--- src/rtl/dmem_arb_pkg.sv ---
// Shared types and default sizing for the data-memory arbiter.
package dmem_arb_pkg;

  typedef enum logic {
    S_PIPE = 1'b0,
    S_DMA  = 1'b1
  } state_t;

  localparam int unsigned MAX_WAIT_DEF  = 8;
  localparam int unsigned BURST_MAX_DEF = 4;
  localparam int unsigned AW_DEF        = 32;
  localparam int unsigned DW_DEF        = 32;
  // Starvation counters only need to reach 255.
  localparam int unsigned CNT_W         = 8;

endpackage

--- src/rtl/dmem_arb_starve_ctr.sv ---
// Saturating up-counter with synchronous clear; clear has priority over increment.
module dmem_arb_starve_ctr #(
  parameter int unsigned W   = 8,
  parameter int unsigned MAX = 8
) (
  input  logic         clk,
  input  logic         rst_n,
  input  logic         clr,
  input  logic         inc,
  output logic [W-1:0] cnt
);

  // Count up to MAX and hold there until cleared.
  always_ff @(posedge clk or negedge rst_n) begin
    if (!rst_n) begin
      cnt <= '0;
    end else if (clr) begin
      cnt <= '0;
    end else if (inc && (cnt != W'(MAX))) begin
      cnt <= cnt + W'(1);
    end
  end

endmodule

--- src/rtl/dmem_arbiter.sv ---
// Data-memory arbiter: memory-stage port has fixed priority, DMA port gets a
// forced grant after MAX_WAIT denied cycles and may then hold the memory for
// up to BURST_MAX beats while the pipeline is waiting.
// Optional performance counters are built when DMEM_ARB_PERF_EN is defined.
module dmem_arbiter
  import dmem_arb_pkg::*;
#(
  parameter int unsigned MAX_WAIT  = MAX_WAIT_DEF,
  parameter int unsigned BURST_MAX = BURST_MAX_DEF,
  parameter int unsigned AW        = AW_DEF,
  parameter int unsigned DW        = DW_DEF
) (
  input  logic          clk,
  input  logic          rst_n,
  input  logic          pipe_req,
  input  logic          pipe_we,
  input  logic [AW-1:0] pipe_addr,
  input  logic [DW-1:0] pipe_wd,
  output logic [DW-1:0] pipe_rd,
  output logic          stall_o,
  input  logic          dma_valid,
  input  logic          dma_we,
  input  logic [AW-1:0] dma_addr,
  input  logic [DW-1:0] dma_wd,
  output logic          dma_ready,
  output logic          dma_rvalid,
  output logic [DW-1:0] dma_rdata,
  output logic          mem_we,
  output logic [AW-1:0] mem_a,
  output logic [DW-1:0] mem_wd,
  input  logic [DW-1:0] mem_rd
`ifdef DMEM_ARB_PERF_EN
  ,
  output logic [31:0]   stall_cnt,
  output logic [31:0]   dma_beats
`endif
);

  state_t             state;
  state_t             state_nxt;
  logic               grant_dma;
  logic [CNT_W-1:0]   wait_cnt;
  logic [CNT_W-1:0]   beat_cnt;

  // Denied DMA cycles; restarts whenever the DMA is served or goes idle.
  dmem_arb_starve_ctr #(.W(CNT_W), .MAX(MAX_WAIT)) u_wait_ctr (
    .clk   (clk),
    .rst_n (rst_n),
    .clr   (grant_dma || !dma_valid),
    .inc   (dma_valid && !grant_dma),
    .cnt   (wait_cnt)
  );

  // Beats taken from a waiting pipeline; zero whenever the DMA is not granted,
  // so the first beat of a burst always loads 1 (or stays 0 if pipeline idle).
  dmem_arb_starve_ctr #(.W(CNT_W), .MAX(BURST_MAX)) u_beat_ctr (
    .clk   (clk),
    .rst_n (rst_n),
    .clr   (!grant_dma),
    .inc   (grant_dma && pipe_req),
    .cnt   (beat_cnt)
  );

  // State register.
  always_ff @(posedge clk or negedge rst_n) begin
    if (!rst_n) begin
      state <= S_PIPE;
    end else begin
      state <= state_nxt;
    end
  end

  // Next state: DMA owns the memory exactly while it keeps being granted.
  always_comb begin
    state_nxt = state;
    case (state)
      S_PIPE: if (grant_dma)  state_nxt = S_DMA;
      S_DMA:  if (!grant_dma) state_nxt = S_PIPE;
    endcase
  end

  // Grant decision and memory mux; everything forced quiet while in reset.
  always_comb begin
    grant_dma = 1'b0;
    if (rst_n) begin
      case (state)
        S_PIPE: grant_dma = dma_valid && (!pipe_req || (wait_cnt == CNT_W'(MAX_WAIT)));
        S_DMA:  grant_dma = dma_valid && (!pipe_req || (beat_cnt < CNT_W'(BURST_MAX)));
      endcase
    end
    dma_ready = grant_dma;
    stall_o   = grant_dma && pipe_req;
    pipe_rd   = mem_rd;
    if (grant_dma) begin
      mem_we = dma_we;
      mem_a  = dma_addr;
      mem_wd = dma_wd;
    end else begin
      mem_we = rst_n && pipe_req && pipe_we;
      mem_a  = pipe_addr;
      mem_wd = pipe_wd;
    end
  end

  // DMA read return, one cycle after the granted read beat.
  always_ff @(posedge clk or negedge rst_n) begin
    if (!rst_n) begin
      dma_rvalid <= 1'b0;
      dma_rdata  <= '0;
    end else begin
      dma_rvalid <= grant_dma && !dma_we;
      if (grant_dma && !dma_we) begin
        dma_rdata <= mem_rd;
      end
    end
  end

`ifdef DMEM_ARB_PERF_EN
  // Free-running stall and DMA-beat counters, wrapping at 2^32.
  always_ff @(posedge clk or negedge rst_n) begin
    if (!rst_n) begin
      stall_cnt <= '0;
      dma_beats <= '0;
    end else begin
      if (stall_o)   stall_cnt <= stall_cnt + 32'd1;
      if (grant_dma) dma_beats <= dma_beats + 32'd1;
    end
  end
`endif

endmodule

--- config.mk ---
export PLATFORM = sky130hd
export DESIGN_NAME = dmem_arbiter
export DESIGN_NICKNAME = d
export VERILOG_FILES = /design/src/rtl/dmem_arb_pkg.sv /design/src/rtl/dmem_arb_starve_ctr.sv /design/src/rtl/dmem_arbiter.sv
export SDC_FILE = /design/constraint.sdc
export NUM_CORES = 1
export LEC_CHECK = 0
export CORE_ASPECT_RATIO = 0.9
export CORE_MARGIN = 4
export CORE_UTILIZATION = 30
export DETAILED_ROUTE_END_ITERATION = 8
export PLACE_DENSITY = 0.84
export SLEW_MARGIN = 20
export SYNTH_ARGS = -nofsm -noshare
export SYNTH_HDL_FRONTEND = slang
export SYNTH_HIERARCHICAL = 1
export SYNTH_SLANG_ARGS = --single-unit
--- constraint.sdc ---
create_clock -name clk -period 6.3 [get_ports clk]
set_input_delay 1.26 -clock clk [delete_from_list [all_inputs] [get_ports clk]]
set_output_delay 1.26 -clock clk [all_outputs]
set_load 0.01 [all_outputs]
# == Word-level counts from Yosys, hierarchy flattened ==
# Index checks and enable logic that the tools add are counted.
# word_totals
ff_bits,50
latchBits,0
ram_bits,0
mem_bits_ro,0
n_memories,0
# op_classes
addsub,2
n_mul,0
n_div,0
order_cmp,1
n_eq_ne,4
n_shift,0
muxes,10
bitwise_logic,1
n_reduce_logical,17
# ops
op,count
$mux W32,2
$mux W8,4
$add A8 B1 Y8 const B,2
$logic_and A1 B1 Y1,9
$eq A8 B4 Y1 const B,1
$lt A8 B3 Y1 const B,1
$ne A8 B3 Y1 const B,1
$ne A8 B4 Y1 const B,1
$logic_not A1 Y1,4
$logic_or A1 B1 Y1,3
$mux W1,3
$ne A2 B1 Y1 const B,1
$pmux W1 S2,1
$reduce_bool A2 Y1,1
$not A1 Y1,1

# == Logic depth before layout (Yosys ltp) ==
# Gate-level depths: netlist of the first run.
# logic_depth
ltp_word,10
ltp_mapped,9

# == Cells and area by module ==
# Netlist of the first run, hierarchy kept.
# modules_own_cells
module,n_inst,cells_each,area_each_um2,seq_area_each_um2
dmem_arbiter,1,192,2411.1,850.8
dmem_arb_starve_ctr at u_beat_ctr,1,48,481.7,200.2
dmem_arb_starve_ctr at u_wait_ctr,1,45,450.4,200.2

# == Worst setup path after synthesis of the first run ==
# OpenSTA, ideal clock, no wires.
# synth_timing
path_kind,input port to output port
from,input pipe_req
to,output mem_a[24]
arrival_time_ns,2.356
setup_slack_ns,2.684
cell_stages,5
cell_sequence,a21boi_2 > a21oi_2 > buf_4 > buf_4 > mux2_2
# synth_via
elab_chain_cells,6
elab_cells_between_ends,8
classes_between,3 x mux; 5 x reduce/logical
# synth_lines
element,line,rtl
from (decl),dmem_arbiter.sv:15,"input logic pipe_req,"
$logic_not A1 Y1 *,"dmem_arbiter.sv:87, dmem_arbiter.sv:88",
$logic_or A1 B1 Y1 (on tied branches),"dmem_arbiter.sv:88, dmem_arbiter.sv:87",
$logic_and A1 B1 Y1 (on tied branches),"dmem_arbiter.sv:88, dmem_arbiter.sv:87",
$pmux W1 S2 *,dmem_arbiter.sv:86,case (state)
$mux W1 *,dmem_arbiter.sv:85,if (rst_n) begin
via dma_ready,dmem_arbiter.sv:25,"output logic dma_ready,"
$mux W32 *,dmem_arbiter.sv:94,if (grant_dma) begin
to (decl),dmem_arbiter.sv:29,"output logic [AW-1:0] mem_a,"
# The timed path passes the listed nets; every way through them passes the cells marked *.

# == Worst setup path in the final report of the first run ==
# layout_timing
from,input dma_valid
to,output mem_wd[20]
# layout_via
elab_chain_cells,4
elab_cells_between_ends,5
classes_between,3 x mux; 2 x reduce/logical
# layout_lines
element,line,rtl
from (decl),dmem_arbiter.sv:21,"input logic dma_valid,"
$logic_and A1 B1 Y1 (on tied branches),"dmem_arbiter.sv:88, dmem_arbiter.sv:87",
$pmux W1 S2 *,dmem_arbiter.sv:86,
$mux W1 *,dmem_arbiter.sv:85,
$mux W32 *,dmem_arbiter.sv:94,
to (decl),dmem_arbiter.sv:30,"output logic [DW-1:0] mem_wd,"
# Mark *: on every way between the ends. The rest lies on a longest branch, timed or not.

==> results of run 1 <==
==> power breakdown <==
group          internal, µW  switching (µW)
clock                   151             121
combinational           305             150
sequential              369            23.6
total                   825             295
==> per-stage QoR <==
| step | hold WS, ps | total power [µW] | util (%) | cells |
|---|---|---|---|---|
| floorplan | 529 | 560 | - | 285 |
| CTS | 492 | 1140 | 58.5 | 700 |
| global route | 517 | 1180 | 58.5 | 700 |
| detailed placement | 477 | 859 | 57.1 | 692 |
| finish | 486 | 1120 | 58.5 | 700 |
| global placement | 470 | 849 | 57.1 | 692 |
==> cell families (layout without fill, tap and decap cells) <==
logic type / Yosys count / count (layout)
flops: 50 / 50
simple gates: 50 / 50
buf+inv: 52 / 315
compound gates: 25 / 25
mux: 101 / 101
fa+ha+maj: 4 / 4
xor+xnor: 3 / 3
==> area by class of cell <==
cell class,instances,area [µm²],share of cell area [%]
multi-input combinational,183,1740,27.4
timing repair buffer,300,2990,47.1
clock inverter,3,28.8,0.453
clock buffer,5,125,1.97
inverter,7,26.3,0.414
sequential,50,1250,19.7
tap,152,190,3.00
==> sequential cells by signal (all words and copies together), names as in the netlist <==
name            flops
dma_rvalid          1
u_wait_ctr/cnt      8
dma_rdata          32
state               1
u_beat_ctr/cnt      8
==> cell usage after synthesis, types with 4 or more instances <==
cell type	instances	area share (%)
sky130_fd_sc_hd__o21ai_0	4	0.60
sky130_fd_sc_hd__ha_1	4	1.5
sky130_fd_sc_hd__inv_1	7	0.79
sky130_fd_sc_hd__mux2_2	92	31
sky130_fd_sc_hd__buf_4	37	8.3
sky130_fd_sc_hd__dfrtp_1	50	37
sky130_fd_sc_hd__buf_2	4	0.60
sky130_fd_sc_hd__nand2_1	9	1.0
sky130_fd_sc_hd__nand4_1	5	0.94
sky130_fd_sc_hd__nor2_1	9	1.0
sky130_fd_sc_hd__mux2_1	6	2.0
sky130_fd_sc_hd__a21oi_1	9	1.3
sky130_fd_sc_hd__nand2b_1	5	0.94
==> critical path, cell delays in order <==
cell and delay (ps):
sky130_fd_sc_hd__clkdlybuf4s50_1 550, sky130_fd_sc_hd__nand2_1 170, sky130_fd_sc_hd__a21oi_4 180, sky130_fd_sc_hd__buf_4 630
sky130_fd_sc_hd__mux2_2 410, sky130_fd_sc_hd__clkdlybuf4s50_1 510
==> routing by layer <==
layer	share of wire (%)	global-route usage (%)	wire length (µm)	vias up
met1	35	19.2	4360	1511
met2	51	33.1	6270	178
met4	1.8	5.21	225	0
met5	0	0	0	-
met3	12	6.90	1440	13
li1	-	-	-	1509
==> path summary, 6_finish.rpt <==
| check | start | to |
|---|---|---|
| setup / recovery | dma_valid | mem_wd[20] |
| hold / removal | dma_rdata[8] | dma_rdata[8] |
| setup reg to reg | u_wait_ctr/cnt[4] | u_beat_ctr/cnt[7] |
| hold reg to reg | dma_rdata[8] | dma_rdata[8] |
| max in group asynchronous | rst_n | dma_rdata[12] |
| min in group asynchronous | rst_n | dma_rdata[2] |
==> out/results.env, run 1 <==
CTS.REPAIR.RESIZED=0
INSTANCE_COUNT_OF_THE_MAPPED_NETLIST=285
TIMING.CRITICAL_PATH.FROM_TYPE='primary input'
YOSYSSEQAREASHARE_PCT=37.4
GRT_UTIL_OVERALL_PCT=18.0
POWER-PER-CELL-AREA_mW_PER_MM2=176
LAYOUT_COMMON_CELLS='sky130_fd_sc_hd__clkdlybuf4s50_1 (296), sky130_fd_sc_hd__mux2_2 (92), sky130_fd_sc_hd__dfrtp_1 (50)'
WORST_SLEW_MARGIN_REL_PCT=46.9
POSTSYNTHNETCOUNT=455
RSZ0062_AT_GRT='no'
PATH_MAX_FANOUT=65
DETAIL_ROUTE.WIRELENGTH_MM=12.3
ANTENNA_FOUND_INITIAL=0
SYNTHADDERAREAFRAC_PCT=1.50
SYNTH-EDFF-COUNT=0
SYNTH_XOR_XNOR_AREA_SHARE_PCT=0.786
DRT_DRC_VIOLATIONS_LEFT=0
WORST-SLEW-PIN-TRANSITION_PS=797
FP.DIEH_UM=108
CTS.REPAIR_TIMING.SETUP_BUFFER_COUNT=0
N_FILL_CELL=876
FINAL_CELL_AREA_MM2=0.00635
SYNTH.LIB_CELLS_USED.DISTINCT=41
FINAL.SETUP.WORST_SLACK_PS=1270
RR_WORST_DEPTH=7
SYNTHFLOPTYPE='sky130_fd_sc_hd__dfrtp_1'
TIMING.HOLD.WORST.CLASS='flip-flop to flip-flop'
POST-PLACE-WS_PS=1270
CTS_HOLD_REPAIR.BUFFERS=0
PORTBUFFERS=297
PATH_CLK_SLEW_PS=60
CP_DATA_ARRIVAL_TIME_PS=3770
SYNTH-ASYNC-RESET-RATIO_PCT=100
WORST-ENDPOINT-REQUIRED_PS=5040
SUM_OF_NEGATIVE_SETUP_SLACK_PS=0
CTS_BUFFER_DEPTH=2
CTS_BUFFERS=5
SYNTH_TOP_FAMILY_BY_AREA='multiplexers'
LAYOUT_COMMONEST_CELL='sky130_fd_sc_hd__clkdlybuf4s50_1'
FINALCLOCKSKEW_PS=9.61
FINAL_ANTENNA_NET_COUNT=0
MAX_FREQ_GHz=0.199
SYNTH_COMPOUND_AREA_SHARE_PCT=5.80
CTS_ROOT_BUF='sky130_fd_sc_hd__clkbuf_16'
DETAILEDROUTE.FIRSTITERATIONVIOLATIONS=123
FLOORPLAN.ROWS=36
PLACE_AREA_MM2=0.00620
STATUS='completed'
DETAIL_ROUTE.WL_PER_CELL_UM=17.6
FINAL_MAX_SLEW_VIOL_COUNT=0
FINALSETUPVIOLCOUNT=0
PLACE.GP.CONGESTION=0.890
FRACTION_OF_LAYOUT_CELLS_WITH_A_SIZE_SUFFIX_ABOVE_1_PCT=21.7
YOSYS.AREA_SHARE.SIMPLE_PCT=9.62
ROUTED-VIA-COUNT=3211
PLACE_HPWL_MM=10.6
MIN_PATH_CELLS=1
LARGEST_NET_DEGREE_AT_THE_START_OF_GLOBAL_ROUTING=66
WORST-SETUP-PATH-TYPE='primary input to primary output'
CORE-AREA_MM2=0.0109
FINAL.PERIOD_UTILIZATION_PCT=79.8
GRT_FIRST_PASS_WIRELENGTH_MM=18.5
TRITONCTS='yes'
TOP_LEVEL_PORTS=298
FIRST_GLOBAL_VIAS=3490
HTREEDEPTH=2
TIMING.MAX_CAP.VIOLATIONS=0
NATURE_OF_THE_CRITICAL_PATH_ENDPOINT='primary output'
POST_SYNTH_INSTANCE_AREA_MM2=0.00334
GLOBALROUTEOVERFLOWTOTAL=0
FINAL.MIN_CLOCK_PERIOD_PS=5030
REG_TO_REG_SETUP_TIMING_SLACK_PS=3790
DIE_WIDTH_UM=119
DIEAREA_MM2=0.0129
ANTENNADIODECOUNT=0
CTS.SINK_COUNT=50
MULTIPLEXER_SHARE_OF_THE_SYNTHESIZED_AREA_PCT=34.1
IRDROPWORSTVDD_mV=0.124
YOSYSWARNINGCOUNT=6
FINISH.NET_COUNT=717
SYN_TO_FINAL_GROWTH_PCT=89.9
LEAKAGEPOWER_uW=0.00243
DETAILEDROUTE.FIRSTPASSITERATIONCOUNT=4
HOLD_VIOLATIONS=0
CLOCK_INSERTION_DELAY_WORST_SKEW_PS=290
POST_SYNTH.CELL_AREA_AVG_UM2=11.7
VIAS_PER_CELL=4.59
YOSYS_REGISTER_BITS=50
INITIAL_STANDARD_CELL_UTILIZATION_OF_THE_CORE_PCT=30.8
No activity file was read; power rests on OpenSTA's default activity.
==> inputs of run 2 (changes only) <==
==> constraint.sdc (replaced) <==
create_clock -name clk -period 4.9 [get_ports clk]
set_input_delay 0.98 -clock clk [delete_from_list [all_inputs] [get_ports clk]]
set_output_delay 0.98 -clock clk [all_outputs]
set_load 0.01 [all_outputs]
==> out/results.env, run 2 (synthesized netlist as in run 1, its figures left out) <==
LARGEST_NET_DEGREE_AT_THE_START_OF_GLOBAL_ROUTING=49
ROUTED-VIA-COUNT=3231
FLOORPLAN.ROWS=36
MAX_FFS_PER_REGISTER=32
WORST-SETUP-PATH-TYPE='primary input to primary output'
SWITCHING_SHARE_OF_POWER_PCT=26.4
FINALSETUPVIOLCOUNT=0
FINAL.PERIOD_UTILIZATION_PCT=88.8
CTS.REPAIR.RESIZED=0
CTS_HOLD_REPAIR.BUFFERS=0
ANTENNA_FOUND_INITIAL=0
ANTENNADIODECOUNT=0
CTS_BUFFER_DEPTH=2
HTREEDEPTH=2
FINALCLOCKSKEW_PS=10.3
MAX_FREQ_GHz=0.230
CLOCK_INSERTION_DELAY_WORST_SKEW_PS=290
PLACE_HPWL_MM=10.6
SEQUENTIAL_SHARE_OF_POWER_PCT=35.0
CTS.SINK_COUNT=50
FINAL_ANTENNA_NET_COUNT=0
SYN_TO_FINAL_GROWTH_PCT=90.5
TOP_REGS='dma_rdata (32), u_beat_ctr/cnt (8), u_wait_ctr/cnt (8)'
WORST-ENDPOINT-REQUIRED_PS=3920
DIEAREA_MM2=0.0129
NATURE_OF_THE_CRITICAL_PATH_ENDPOINT='primary output'
CP_DATA_ARRIVAL_TIME_PS=3370
GLOBALROUTEOVERFLOWTOTAL=0
DETAIL_ROUTE.WL_PER_CELL_UM=17.7
IRDROPWORSTVDD_mV=0.127
TIMING.HOLD.WORST.CLASS='flip-flop to flip-flop'
FINISH.NET_COUNT=718
TOP_LEVEL_PORTS=298
PWR-SHARE-COMB_PCT=40.7
PORTBUFFERS=297
LEAKAGEPOWER_uW=0.00243
WORST-SLEW-PIN-TRANSITION_PS=592
TIMING.MAX_CAP.VIOLATIONS=0
PATH_MAX_FANOUT=42
WORST_SLEW_MARGIN_REL_PCT=60.5
CTS_ROOT_BUF='sky130_fd_sc_hd__clkbuf_16'
LAYOUT_COMMON_CELLS='sky130_fd_sc_hd__clkdlybuf4s50_1 (296), sky130_fd_sc_hd__mux2_2 (92), sky130_fd_sc_hd__dfrtp_1 (50)'
STATUS='completed'
VIAS_PER_CELL=4.61
CORE-AREA_MM2=0.0109
GRT_FIRST_PASS_WIRELENGTH_MM=18.7
POWER-PER-CELL-AREA_mW_PER_MM2=227
GRT_UTIL_OVERALL_PCT=18.1
FINAL.MIN_CLOCK_PERIOD_PS=4350
DETAILEDROUTE.FIRSTITERATIONVIOLATIONS=144
LAYOUT_COMMONEST_CELL='sky130_fd_sc_hd__clkdlybuf4s50_1'
CTS_BUFFERS=5
FINAL_MAX_SLEW_VIOL_COUNT=0
FRACTION_OF_LAYOUT_CELLS_WITH_A_SIZE_SUFFIX_ABOVE_1_PCT=21.9
PATH_CLK_SLEW_PS=60
FIRST_GLOBAL_VIAS=3528
POWER.NET_SWITCHING_uW=382
TRITONCTS='yes'
INTERNAL_POWER_uW=1060
FP.DIEH_UM=108
DETAIL_ROUTE.WIRELENGTH_MM=12.4
TOP_REGISTER='dma_rdata'
TIMING.CRITICAL_PATH.FROM_TYPE='primary input'
HOLD_VIOLATIONS=0
DRT_DRC_VIOLATIONS_LEFT=0
CTS.REPAIR_TIMING.SETUP_BUFFER_COUNT=0
CLOCK_POWER_SHARE_PCT=24.3
RSZ0062_AT_GRT='no'
INITIAL_STANDARD_CELL_UTILIZATION_OF_THE_CORE_PCT=30.8
PLACE.GP.CONGESTION=0.891
DIE_WIDTH_UM=119
SUM_OF_NEGATIVE_SETUP_SLACK_PS=0
DETAILEDROUTE.FIRSTPASSITERATIONCOUNT=4
FINAL_CORE_UTILIZATION_PCT=58.7
run 2: changes by cell type in the layout (fill, tap and decap cells not counted):
cell / previous run / this run
sky130_fd_sc_hd__buf_12: 0 / 1
run 2: layout make-up:
class	count	area [µm²]
Multi-Input combinational cell	183	1740
Clock inverter	3	28.8
Fill cell	865	4490
Timing Repair Buffer	301	3010
Sequential cell	50	1250
Tap cell	152	190
Clock buffer	5	125
Inverter	7	26.3
run 2: worst paths after layout:
kind,startpoint,end,slack (ps),cells past startpoint
setup / recovery,dma_valid,mem_wd[18],550,6
hold / removal,dma_rdata[8],dma_rdata[8],490,1
setup reg to reg,u_wait_ctr/cnt[4],u_beat_ctr/cnt[7],2090,7
hold reg to reg,dma_rdata[8],dma_rdata[8],490,1
max in group asynchronous,rst_n,dma_rdata[12],3560,2
min in group asynchronous,rst_n,u_beat_ctr/cnt[1],510,1
run 2: power by group through the flow:
stage	Combinational [µW]	Clock, µW	Sequential (µW)
after global routing	625	383	516
after CTS	596	363	508
after floorplan	178	0	543
final	588	350	506
after detailed placement	593	0	516
after global placement	582	0	511
run 2: routing by layer:
layer	part of all wire [%]	GRT usage (%)	vias to the layer above	routed length, µm
met2	50	33.0	186	6240
li1	-	-	1510	-
met5	0	0	-	0
met4	1.9	4.47	0	232
met1	37	19.9	1521	4610
met3	11	6.80	14	1330
run 2: per-stage QoR:
step | area, µm² | power, µW | std cells | setup WS (ps) | hold WS, ps
2_1_floorplan | 3340 | 720 | 285 | 1840 | 529
3_3_place_gp | 6220 | 1090 | 693 | 586 | 470
3_5_place_dp | 6220 | 1110 | 693 | 555 | 476
4_1_cts | 6370 | 1470 | 701 | 545 | 491
5_1_grt | 6370 | 1520 | 701 | 475 | 519
6_report | 6370 | 1440 | 701 | 549 | 487
run 2: critical path: stages:
cell and delay, ps:
sky130_fd_sc_hd__clkdlybuf4s50_1 570, sky130_fd_sc_hd__nand2_1 190, sky130_fd_sc_hd__a21oi_4 430, sky130_fd_sc_hd__buf_12 290, sky130_fd_sc_hd__mux2_2 360, sky130_fd_sc_hd__clkdlybuf4s50_1 520
==> inputs of run 3 (changes only) <==
--- a/config.mk
+++ b/config.mk
@@ -10,7 +10,7 @@
 export CORE_UTILIZATION = 30
 export DETAILED_ROUTE_END_ITERATION = 8
 export PLACE_DENSITY = 0.84
-export SLEW_MARGIN = 20
+export SLEW_MARGIN = 0
 export SYNTH_ARGS = -nofsm -noshare
 export SYNTH_HDL_FRONTEND = slang
 export SYNTH_HIERARCHICAL = 1
==> results of run 3 <==
Same layout as run 2: the final DEF is identical, and so are final timing and power.
